<file path="src/rtl/fetch_pkg.sv">
// fetch_pkg: shared types and constants for the fetch stage
package fetch_pkg;
    typedef enum logic [1:0] {ST_BOOT, ST_RUN, ST_HALT} fetch_state_e;
    localparam logic [31:0] DEF_RESET_VECTOR = 32'h0000_0000;
    localparam logic [31:0] HALT_WORD        = 32'h0000_0000;
    localparam logic [31:0] NOP_INSTR        = 32'hE1A0_0000;
endpackage

</file>
<file path="src/rtl/pc_register.sv">
// pc_register: program counter with sync reset, advance enable and word-aligned redirect load
module pc_register #(
    parameter logic [31:0] RESET_VAL = 32'h0000_0000
) (
    input  logic        clk,
    input  logic        reset,
    input  logic        en_i,
    input  logic        load_i,
    input  logic [31:0] load_pc_i,
    output logic [31:0] pc_o
);
    logic [31:0] pc_q, pc_d;
    always_comb pc_d = !en_i ? pc_q : load_i ? {load_pc_i[31:2], 2'b00} : pc_q + 32'd4;
    always_ff @(posedge clk) begin
        if (reset) pc_q <= RESET_VAL;
        else       pc_q <= pc_d;
    end
    assign pc_o = pc_q;
endmodule

</file>
<file path="src/rtl/fetch_stage.sv">
// fetch_stage: single-slot instruction fetch with BOOT/RUN/HALT control and decode handshake
module fetch_stage import fetch_pkg::*; #(
    parameter logic [31:0] RESET_VECTOR = DEF_RESET_VECTOR,
    parameter bit          HALT_EN      = 1'b1
) (
    input  logic        clk,
    input  logic        reset,
    output logic [31:0] imem_a,
    input  logic [31:0] imem_rd,
    input  logic        redirect,
    input  logic [31:0] redirect_pc,
    output logic [31:0] instr_d,
    output logic [31:0] pc_d,
    output logic [31:0] pc_plus8_d,
    output logic        valid_d,
    input  logic        ready_d,
    output logic        halted,
    output logic [31:0] fetch_count
);
    fetch_state_e state_q;
    logic [31:0] pc, instr_q, pcd_q, pc8_q, count_q;
    logic valid_q, halted_q, stall, halt_word, take_redirect, issue;
    always_comb begin
        stall         = valid_q && !ready_d;
        halt_word     = HALT_EN && (imem_rd == HALT_WORD);
        take_redirect = redirect && (state_q != ST_BOOT);
        issue         = (state_q == ST_RUN) && !redirect && !stall && !halt_word;
    end
    pc_register #(.RESET_VAL(RESET_VECTOR)) u_pc (
        .clk      (clk),
        .reset    (reset),
        .en_i     (take_redirect || issue),
        .load_i   (take_redirect),
        .load_pc_i(redirect_pc),
        .pc_o     (pc)
    );
    always_ff @(posedge clk) begin
        if (reset) begin
            state_q  <= ST_BOOT;
            valid_q  <= 1'b0;
            instr_q  <= 32'h0;
            pcd_q    <= 32'h0;
            pc8_q    <= 32'h0;
            halted_q <= 1'b0;
            count_q  <= 32'h0;
        end else begin
            if (valid_q && ready_d && count_q != 32'hFFFF_FFFF) count_q <= count_q + 32'd1;
            if (take_redirect) begin
                state_q  <= ST_RUN;
                valid_q  <= 1'b0;
                halted_q <= 1'b0;
            end else if (state_q == ST_BOOT) begin
                state_q <= ST_RUN;
            end else if (!stall) begin
                if (issue) begin
                    instr_q <= imem_rd;
                    pcd_q   <= pc;
                    pc8_q   <= pc + 32'd8;
                    valid_q <= 1'b1;
                end else begin
                    // slot drained with nothing new: either already halted or just fetched the halt word
                    valid_q <= 1'b0;
                    if (state_q == ST_RUN) begin
                        state_q  <= ST_HALT;
                        halted_q <= 1'b1;
                    end
                end
            end
        end
    end
    assign imem_a      = pc;
    assign instr_d     = instr_q;
    assign pc_d        = pcd_q;
    assign pc_plus8_d  = pc8_q;
    assign valid_d     = valid_q;
    assign halted      = halted_q;
    assign fetch_count = count_q;
endmodule

</file>
<file path="config.mk">
export PLATFORM = sky130hd
export DESIGN_NAME = fetch_stage
export DESIGN_NICKNAME = d
export VERILOG_FILES = /design/src/rtl/fetch_pkg.sv /design/src/rtl/pc_register.sv /design/src/rtl/fetch_stage.sv
export SDC_FILE = /design/constraint.sdc
export NUM_CORES = 1
export LEC_CHECK = 0
export CORE_ASPECT_RATIO = 0.5
export CORE_MARGIN = 5
export CORE_UTILIZATION = 25
export DETAILED_ROUTE_END_ITERATION = 10
export PLACE_DENSITY = 0.58
export REMOVE_ABC_BUFFERS = 1
export SLEW_MARGIN = 20
export SYNTH_ARGS = -nofsm -noshare
export SYNTH_HDL_FRONTEND = slang
export SYNTH_HIERARCHICAL = 1
export SYNTH_SLANG_ARGS = --single-unit
</file>
<file path="constraint.sdc">
create_clock -name clk -period 3 [get_ports clk]
set_input_delay 0.45 -clock clk [delete_from_list [all_inputs] [get_ports clk]]
set_output_delay 0.45 -clock clk [all_outputs]
set_load 0.02 [all_outputs]
</file>
==> run_summary.xml, run 1 <==
<?xml version="1.0" encoding="UTF-8"?>
<metrics>
  <group name="synthesis">
    <metric name="synth_async_sr_flop_share" unit="">0</metric>
    <metric name="synth.lib_cells_used.distinct" unit="">69</metric>
    <metric name="avgSynthCellArea" unit="µm²">8.23</metric>
    <metric name="synth-edff-count" unit="">0</metric>
    <metric name="syn_inst" unit="">925</metric>
    <metric name="netlist_area_before_placement" unit="mm²">0.00761</metric>
    <metric name="yosys_warnings" unit="">6</metric>
    <metric name="synthDominantCellAreaShare" unit="">0.418</metric>
    <metric name="yosys_most_used_dff" unit="">dfxtp_1</metric>
    <metric name="yosysTopAreaCell" unit="">dfxtp_1</metric>
    <metric name="synth_seq_area_share" unit="">0.418</metric>
    <metric name="ys_top_cells_by_area" unit="">dfxtp_1 (42%), nand2_1 (8.7%), a21oi_1 (6.0%)</metric>
    <metric name="synth.ff_latch_count" unit="">159</metric>
  </group>
  <group name="critical_path">
    <metric name="critical_path.reg2reg.endpoint" unit="">u_pc/pc_o[18]</metric>
    <metric name="path_delay_family" unit="">simple AND/OR/NAND/NOR gates</metric>
    <metric name="ff_to_ff_start" unit="">u_pc/pc_o[3]</metric>
    <metric name="kind_of_critical_path" unit="">input port to flip-flop</metric>
    <metric name="worst-path-buf-inv" unit="">2</metric>
    <metric name="critical_path.slowest_cell" unit="">clkdlybuf4s50_1</metric>
    <metric name="critPathCaptureType" unit="">flip-flop</metric>
    <metric name="worst_reg2reg_setup_slack" unit="ns">0.56</metric>
    <metric name="cp_max_fo" unit="">46</metric>
    <metric name="timing.critical_path.cells" unit="">clkdlybuf4s50_1 &gt; nor4_1 &gt; nand4_1 &gt; o211ai_4 &gt; o21ai_4 &gt; buf_12 &gt; nand4b_1 &gt; nor3_1 &gt; o21ai_0 &gt; a31oi_1</metric>
    <metric name="cp_data_arrival_time" unit="ns">2.77</metric>
    <metric name="critPathRequiredTime" unit="ns">3.29</metric>
    <metric name="worstRegToRegCells" unit="">7</metric>
    <metric name="critical_path.max_stage_delay" unit="ns">0.42</metric>
    <metric name="nature_of_the_critical_path_startpoint" unit="">input port</metric>
  </group>
  <group name="pwr">
    <metric name="peakVddDrop" unit="V">0.000325</metric>
    <metric name="internal-power" unit="µW">3910</metric>
    <metric name="cellLeakagePower" unit="µW">0.00363</metric>
    <metric name="power.share.switching" unit="">0.266</metric>
    <metric name="share_comb_of_total_power" unit="">0.141</metric>
    <metric name="power_switching" unit="µW">1420</metric>
    <metric name="pwr_density_cell" unit="mW/mm²">485</metric>
    <metric name="pwr-share-clk" unit="">0.436</metric>
    <metric name="sequentialPowerShare" unit="">0.423</metric>
  </group>
  <group name="clock_tree">
    <metric name="clock_latency" unit="ns">0.44</metric>
    <metric name="clock_tree.buffer_depth" unit="">2</metric>
    <metric name="post_cts_resized" unit="">0</metric>
    <metric name="cts_htree_levels" unit="">4</metric>
    <metric name="cts_root_buffer" unit="">clkbuf_16</metric>
    <metric name="clock-sinks" unit="">159</metric>
    <metric name="postCtsHoldBufs" unit="">0</metric>
    <metric name="clk_pin_slew" unit="ns">0.07</metric>
    <metric name="cts_made_buffers" unit="">17</metric>
    <metric name="tritoncts_clock_tree" unit="">built</metric>
    <metric name="cts_setup_buffers" unit="">0</metric>
  </group>
  <group name="route">
    <metric name="post_drt_via_cell_ratio" unit="">4.91</metric>
    <metric name="wirelength" unit="µm">26700</metric>
    <metric name="dr.pass1.iters" unit="">5</metric>
    <metric name="wl_per_instance" unit="µm">17.2</metric>
    <metric name="first_iter_violations" unit="">574</metric>
    <metric name="detailroute.via_count" unit="">7616</metric>
    <metric name="drcViolationCount" unit="">0</metric>
    <metric name="number_of_antenna_violating_nets_in_the_routed_design" unit="">0</metric>
  </group>
  <group name="floorplanning">
    <metric name="floorplan.core_area" unit="mm²">0.0302</metric>
    <metric name="fp.dieW" unit="µm">257</metric>
    <metric name="design.portCount" unit="">230</metric>
    <metric name="start_util" unit="">0.252</metric>
    <metric name="die_height" unit="µm">133</metric>
    <metric name="dieArea" unit="mm²">0.0342</metric>
    <metric name="placementRows" unit="">45</metric>
  </group>
  <group name="layout">
    <metric name="final_util" unit="">0.364</metric>
    <metric name="final_common_cell" unit="">clkdlybuf4s50_1</metric>
    <metric name="finalNetCount" unit="">1210</metric>
    <metric name="layout-area-overhead-vs-synth" unit="%">44.5</metric>
    <metric name="post_route_cells_drive_above_1_share" unit="">0.0894</metric>
    <metric name="fillCellCount" unit="">3084</metric>
    <metric name="layout.cells.most_common_list" unit="">clkdlybuf4s50_1 (224), nand2_1 (176), dfxtp_1 (159)</metric>
  </group>
  <group name="global_routing">
    <metric name="globalRoute.totalOverflow" unit="">0</metric>
    <metric name="grt_usage" unit="">0.150</metric>
    <metric name="antenna_found_initial" unit="">1</metric>
    <metric name="pin_count_of_the_biggest_net_entering_global_routing" unit="">152</metric>
    <metric name="grt_pass1_vias" unit="">7177</metric>
    <metric name="grt_first_pass_wirelength" unit="µm">41800</metric>
  </group>
  <group name="flow_run">
    <metric name="maxCapViolCount" unit="">0</metric>
  </group>
  <group name="outcome">
    <metric name="outcome" unit="">finished, final reports clean</metric>
  </group>
  <group name="timing">
    <metric name="timing.max_slew.rel_slack" unit="">0.470</metric>
    <metric name="min_period" unit="ns">2.48</metric>
    <metric name="worst_slew_pin_slew" unit="ns">0.789</metric>
    <metric name="setup_viol_count_final" unit="">0</metric>
    <metric name="final_slew_viol_count" unit="">0</metric>
    <metric name="fmaxAchievable" unit="MHz">403</metric>
    <metric name="period_share" unit="">0.827</metric>
    <metric name="post-route-worst-setup-slack" unit="ns">0.518</metric>
    <metric name="hold_slack" unit="ns">0.453</metric>
    <metric name="grt_setup_unrepaired" unit="">false</metric>
    <metric name="final_number_of_hold_violating_endpoints" unit="">0</metric>
    <metric name="timing.setup.tns" unit="ns">0</metric>
    <metric name="finalClockSkew" unit="ns">0.0178</metric>
  </group>
  <group name="hold_path">
    <metric name="holdCritPathClass" unit="">flip-flop to flip-flop</metric>
    <metric name="hold_depth" unit="">2</metric>
    <metric name="hold_path.startpoint" unit="">instr_d[7]</metric>
    <metric name="worst_hold_path_ep" unit="">instr_d[7]</metric>
  </group>
  <group name="place">
    <metric name="dpl_worst_slack" unit="ns">0.142</metric>
    <metric name="dpl.hpwl" unit="µm">18700</metric>
    <metric name="placement.io_buffers" unit="">225</metric>
    <metric name="globalplace.congestion" unit="">0.836</metric>
  </group>
</metrics>
[through the flow]
stage	power, µW	std cells	instance area [µm²]
final	5330	1552	11000
after global routing	5530	1552	11000
after CTS	5390	1551	11000
after detailed placement	3050	1519	10400
after global placement	3040	1519	10400
after floorplan	2620	860	7250
[cell type report]
type	instances	area [µm²]	area share
Clock inverter	12	158	0.0143
Timing Repair Buffer	260	2590	0.235
Antenna cell	1	2.50	0.000228
Inverter	11	41.3	0.00376
Sequential cell	159	3180	0.290
Multi-Input combinational cell	690	4060	0.369
Clock buffer	20	467	0.0424
Tap cell	399	499	0.0454
[worst reg2reg max path, cell delays in order, from the launching register on]
cell	delay, ns
dfxtp_1	0.47
buf_4	0.20
ha_1	0.19
and3_2	0.28
nand4_1	0.46
o21ai_0	0.41
a21oi_1	0.12
a211oi_1	0.22
[logic make-up after synthesis]
kind of cell,count (synthesis),share of synthesized area
adders and majority gates,3,0.00493
muxes,4,0.00526
other,1,0.000493
and+or+nand+nor,405,0.260
DFF,159,0.418
xor gates and xnor gates,56,0.0644
AOI/OAI and AO/OA,220,0.193
buffers and inverters,77,0.0533
[worst max path at each step]
stage / start / endpoint / slack [ns] / cells after the start
6_report: imem_rd[23] / u_pc/pc_o[20] / 0.52 / 10
5_1_grt: imem_rd[24] / u_pc/pc_o[25] / 0.38 / 10
4_1_cts: imem_rd[23] / u_pc/pc_o[25] / 0.59 / 10
3_5_place_dp: imem_rd[23] / u_pc/pc_o[25] / 0.14 / 10
3_3_place_gp: imem_rd[23] / u_pc/pc_o[28] / 0.13 / 10
2_1_floorplan: imem_rd[26] / u_pc/pc_o[25] / -2.46 / 8
[power groups by stage]
stage	clock network, µW	registers [µW]	logic, µW
floorplan	0	2410	207
finish	2330	2260	751
detailed placement	0	2300	750
global placement	0	2300	743
CTS	2380	2260	754
global route	2460	2270	806
[layer usage]
layer | up-vias | global-route usage | part of all wire
met5 | - | 0 | 0
li1 | 3716 | - | -
met3 | 35 | 0.0288 | 0.035
met1 | 3697 | 0.184 | 0.42
met2 | 168 | 0.270 | 0.52
met4 | 0 | 0.0453 | 0.025
[flip-flops by register name (all words and copies together) (netlist names)]
register and cells:
state_q 2, pc_plus8_d 29, pc_d 32, fetch_count 32
instr_d 32, halted 1, u_pc/pc_o 30, valid_d 1
[synth_stat cells (all sizes together), types with 4 or more instances]
master,count
nand2,176
dfxtp,159
a21oi,92
nor2,89
a211oi,46
buf,34
xnor2,32
clkbuf,31
nand3,31
o21ai,29
nand4,24
xor2,24
and3,19
and4,15
nor3,12
nor4,12
inv,9
a2111oi,8
a311oi,8
or3,7
a22oi,4
a31oi,4
mux2i,4
Power figures use the tool's default switching activity.
==> inputs of run 2 (changes only) <==
--- a/config.mk
+++ b/config.mk
@@ -9,7 +9,7 @@
 export CORE_MARGIN = 5
 export CORE_UTILIZATION = 25
 export DETAILED_ROUTE_END_ITERATION = 10
-export PLACE_DENSITY = 0.58
+export PLACE_DENSITY = 0.6
 export REMOVE_ABC_BUFFERS = 1
 export SLEW_MARGIN = 20
 export SYNTH_ARGS = -nofsm -noshare
==> constraint.sdc (replaced) <==
create_clock -name clk -period 2.2 [get_ports clk]
set_input_delay 0.33 -clock clk [delete_from_list [all_inputs] [get_ports clk]]
set_output_delay 0.33 -clock clk [all_outputs]
set_load 0.02 [all_outputs]
==> run 2 against run 1 <==
Hold slack got worse by 0.21 ns. Clock power rose by 26%. Register-to-register slack got worse by 0.44 ns. Power rose by 33%. Global-route usage rose by 0.37 points. Combinational power rose by 49%. Wire length rose by 3.4%. First-iteration DRC count fell by 17%. Non-clock buffer count rose by 61. Design area rose by 4.1%. Critical path depth fell by 1. Largest power group is now sequential cells.
==> run_summary.xml, run 2 (synthesized netlist as in run 1, its figures left out) <==
<?xml version="1.0" encoding="UTF-8"?>
<metrics>
  <group name="place">
    <metric name="placed_cell_count" unit="">1577</metric>
    <metric name="dpl.hpwl" unit="µm">20000</metric>
    <metric name="globalplace.congestion" unit="">0.849</metric>
    <metric name="placement.io_buffers" unit="">225</metric>
    <metric name="dpl_worst_slack" unit="ns">-0.635</metric>
  </group>
  <group name="hold_path">
    <metric name="hold_path.startpoint" unit="">reset</metric>
    <metric name="holdCritPathClass" unit="">input port to flip-flop</metric>
    <metric name="hold_depth" unit="">2</metric>
  </group>
  <group name="route">
    <metric name="drcViolationCount" unit="">0</metric>
    <metric name="wirelength" unit="µm">27600</metric>
    <metric name="post_drt_via_cell_ratio" unit="">4.89</metric>
    <metric name="dr.pass1.iters" unit="">5</metric>
    <metric name="first_iter_violations" unit="">477</metric>
    <metric name="detailroute.via_count" unit="">7884</metric>
    <metric name="wl_per_instance" unit="µm">17.1</metric>
    <metric name="number_of_antenna_violating_nets_in_the_routed_design" unit="">0</metric>
  </group>
  <group name="timing">
    <metric name="final_slew_viol_count" unit="">0</metric>
    <metric name="final_number_of_hold_violating_endpoints" unit="">0</metric>
    <metric name="period_share" unit="">0.977</metric>
    <metric name="min_period" unit="ns">2.15</metric>
    <metric name="fmaxAchievable" unit="MHz">465</metric>
    <metric name="finalClockSkew" unit="ns">0.00756</metric>
    <metric name="setup_viol_count_final" unit="">0</metric>
    <metric name="hold_slack" unit="ns">0.244</metric>
    <metric name="post-route-worst-setup-slack" unit="ns">0.0497</metric>
    <metric name="worst_slew_pin_slew" unit="ns">0.666</metric>
    <metric name="timing.max_slew.rel_slack" unit="">0.556</metric>
  </group>
  <group name="pwr">
    <metric name="peakVddDrop" unit="V">0.000511</metric>
    <metric name="power_switching" unit="µW">1980</metric>
    <metric name="cellLeakagePower" unit="µW">0.00390</metric>
    <metric name="internal-power" unit="µW">5140</metric>
    <metric name="sequentialPowerShare" unit="">0.430</metric>
    <metric name="power.share.switching" unit="">0.278</metric>
    <metric name="pwr_density_cell" unit="mW/mm²">622</metric>
    <metric name="pwr-share-clk" unit="">0.413</metric>
    <metric name="share_comb_of_total_power" unit="">0.157</metric>
  </group>
  <group name="critical_path">
    <metric name="critical_path.reg2reg.endpoint" unit="">u_pc/pc_o[31]</metric>
    <metric name="nature_of_the_critical_path_startpoint" unit="">input port</metric>
    <metric name="timing.critical_path.to" unit="">u_pc/pc_o[15]</metric>
    <metric name="critPathCaptureType" unit="">flip-flop</metric>
    <metric name="worstRegToRegCells" unit="">5</metric>
    <metric name="worst_reg2reg_setup_slack" unit="ns">0.12</metric>
    <metric name="kind_of_critical_path" unit="">input port to flip-flop</metric>
    <metric name="critPathRequiredTime" unit="ns">2.49</metric>
    <metric name="ff_to_ff_start" unit="">u_pc/pc_o[5]</metric>
    <metric name="cp_max_fo" unit="">14</metric>
    <metric name="critPathLaunch" unit="">imem_rd[26]</metric>
    <metric name="cp_data_arrival_time" unit="ns">2.44</metric>
  </group>
  <group name="layout">
    <metric name="layout-area-overhead-vs-synth" unit="%">50.4</metric>
    <metric name="finalNetCount" unit="">1271</metric>
    <metric name="layoutNonFillerInstCount" unit="">1613</metric>
    <metric name="fillCellCount" unit="">3046</metric>
    <metric name="post_route_cells_drive_above_1_share" unit="">0.141</metric>
    <metric name="layout.cells.most_common_list" unit="">clkdlybuf4s50_1 (224), nand2_1 (176), dfxtp_1 (159)</metric>
    <metric name="final_common_cell" unit="">clkdlybuf4s50_1</metric>
  </group>
  <group name="global_routing">
    <metric name="globalRoute.totalOverflow" unit="">0</metric>
    <metric name="antenna_found_initial" unit="">1</metric>
    <metric name="grt_pass1_vias" unit="">7571</metric>
    <metric name="grt_usage" unit="">0.154</metric>
    <metric name="pin_count_of_the_biggest_net_entering_global_routing" unit="">62</metric>
    <metric name="grt_first_pass_wirelength" unit="µm">42700</metric>
  </group>
  <group name="clock_tree">
    <metric name="cts_root_buffer" unit="">clkbuf_16</metric>
    <metric name="clock_latency" unit="ns">0.43</metric>
    <metric name="tritoncts_clock_tree" unit="">built</metric>
    <metric name="clock_tree.buffer_depth" unit="">2</metric>
    <metric name="clk_pin_slew" unit="ns">0.07</metric>
    <metric name="cts_made_buffers" unit="">17</metric>
    <metric name="clock-sinks" unit="">159</metric>
    <metric name="postCtsHoldBufs" unit="">0</metric>
    <metric name="cts_htree_levels" unit="">4</metric>
  </group>
  <group name="floorplanning">
    <metric name="start_util" unit="">0.252</metric>
    <metric name="placementRows" unit="">45</metric>
    <metric name="fp.dieW" unit="µm">257</metric>
    <metric name="dieArea" unit="mm²">0.0342</metric>
    <metric name="die_height" unit="µm">133</metric>
    <metric name="floorplan.core_area" unit="mm²">0.0302</metric>
    <metric name="design.portCount" unit="">230</metric>
  </group>
  <group name="outcome">
    <metric name="outcome" unit="">finished, final reports clean</metric>
  </group>
  <group name="flow_run">
    <metric name="maxCapViolCount" unit="">0</metric>
  </group>
</metrics>
[run 2: cell count changes in the layout (fill, tap and decap cells not counted), moves of 2 or more]
cell       previous run  this run
bufinv_16             3         1
buf_4                30        92
clkinv_2              3         1
inv_6                 1         3
clkinv_4              2         4
nor4_1               11         7
nor4_2                0         4
nor2_4                0         2
[run 2: layout make-up]
cell class / count / area [µm²] / area share
clock inverters: 13 / 130 / 0.0114
repair buffers: 321 / 3030 / 0.265
flip-flops and latches: 159 / 3180 / 0.278
diodes: 1 / 2.50 / 0.000219
clock buffers: 19 / 453 / 0.0396
multi-input cells: 690 / 4100 / 0.358
well taps: 399 / 499 / 0.0436
inverters: 11 / 41.3 / 0.00361
[run 2: how the worst min path moves through the flow]
| stage | end | slack, ns |
|---|---|---|
| floorplan | instr_d[0] | 0.40 |
| global route | pc_d[23] | 0.24 |
| detailed placement | instr_d[10] | 0.45 |
| finish | pc_d[23] | 0.24 |
| CTS | pc_d[23] | 0.22 |
| global placement | instr_d[15] | 0.44 |
[run 2: power groups by stage]
stage | Clock, µW | Combinational, µW | Sequential [µW]
finish | 2940 | 1120 | 3060
global route | 3160 | 1190 | 3070
CTS | 3040 | 1120 | 3060
detailed placement | 0 | 1110 | 3130
global placement | 0 | 1100 | 3120
floorplan | 0 | 282 | 3290
[run 2: routing by layer]
| layer | routed length [µm] | GRT usage |
|---|---|---|
| met3 | 1090 | 0.0307 |
| met5 | 0 | 0 |
| met1 | 11300 | 0.182 |
| met2 | 14400 | 0.277 |
| met4 | 810 | 0.0610 |
[run 2: what timing repair did]
item                       4_1_cts  5_1_grt
setup buffers                    0        3
pin swaps                        0        2
setup endpoints to repair        7       42
resized for setup                2        6
[run 2: critical path: stages]
cell	delay, ns
clkdlybuf4s50_1	0.47
nor4_2	0.35
nand4_1	0.25
o211ai_4	0.28
o21ai_4	0.10
buf_12	0.16
buf_4	0.16
a311oi_1	0.25
a211oi_1	0.09
[run 2: through the flow]
| step | utilization | total power (µW) | setup TNS [ns] | cell area (µm²) |
|---|---|---|---|---|
| 2_1_floorplan | - | 3570 | -166.29 | 7250 |
| 3_3_place_gp | 0.358 | 4220 | -28.05 | 10800 |
| 3_5_place_dp | 0.358 | 4240 | -28.24 | 10800 |
| 4_1_cts | 0.377 | 7210 | 0 | 11400 |
| 5_1_grt | 0.379 | 7430 | -0.813 | 11400 |
| 6_report | 0.379 | 7120 | 0 | 11400 |
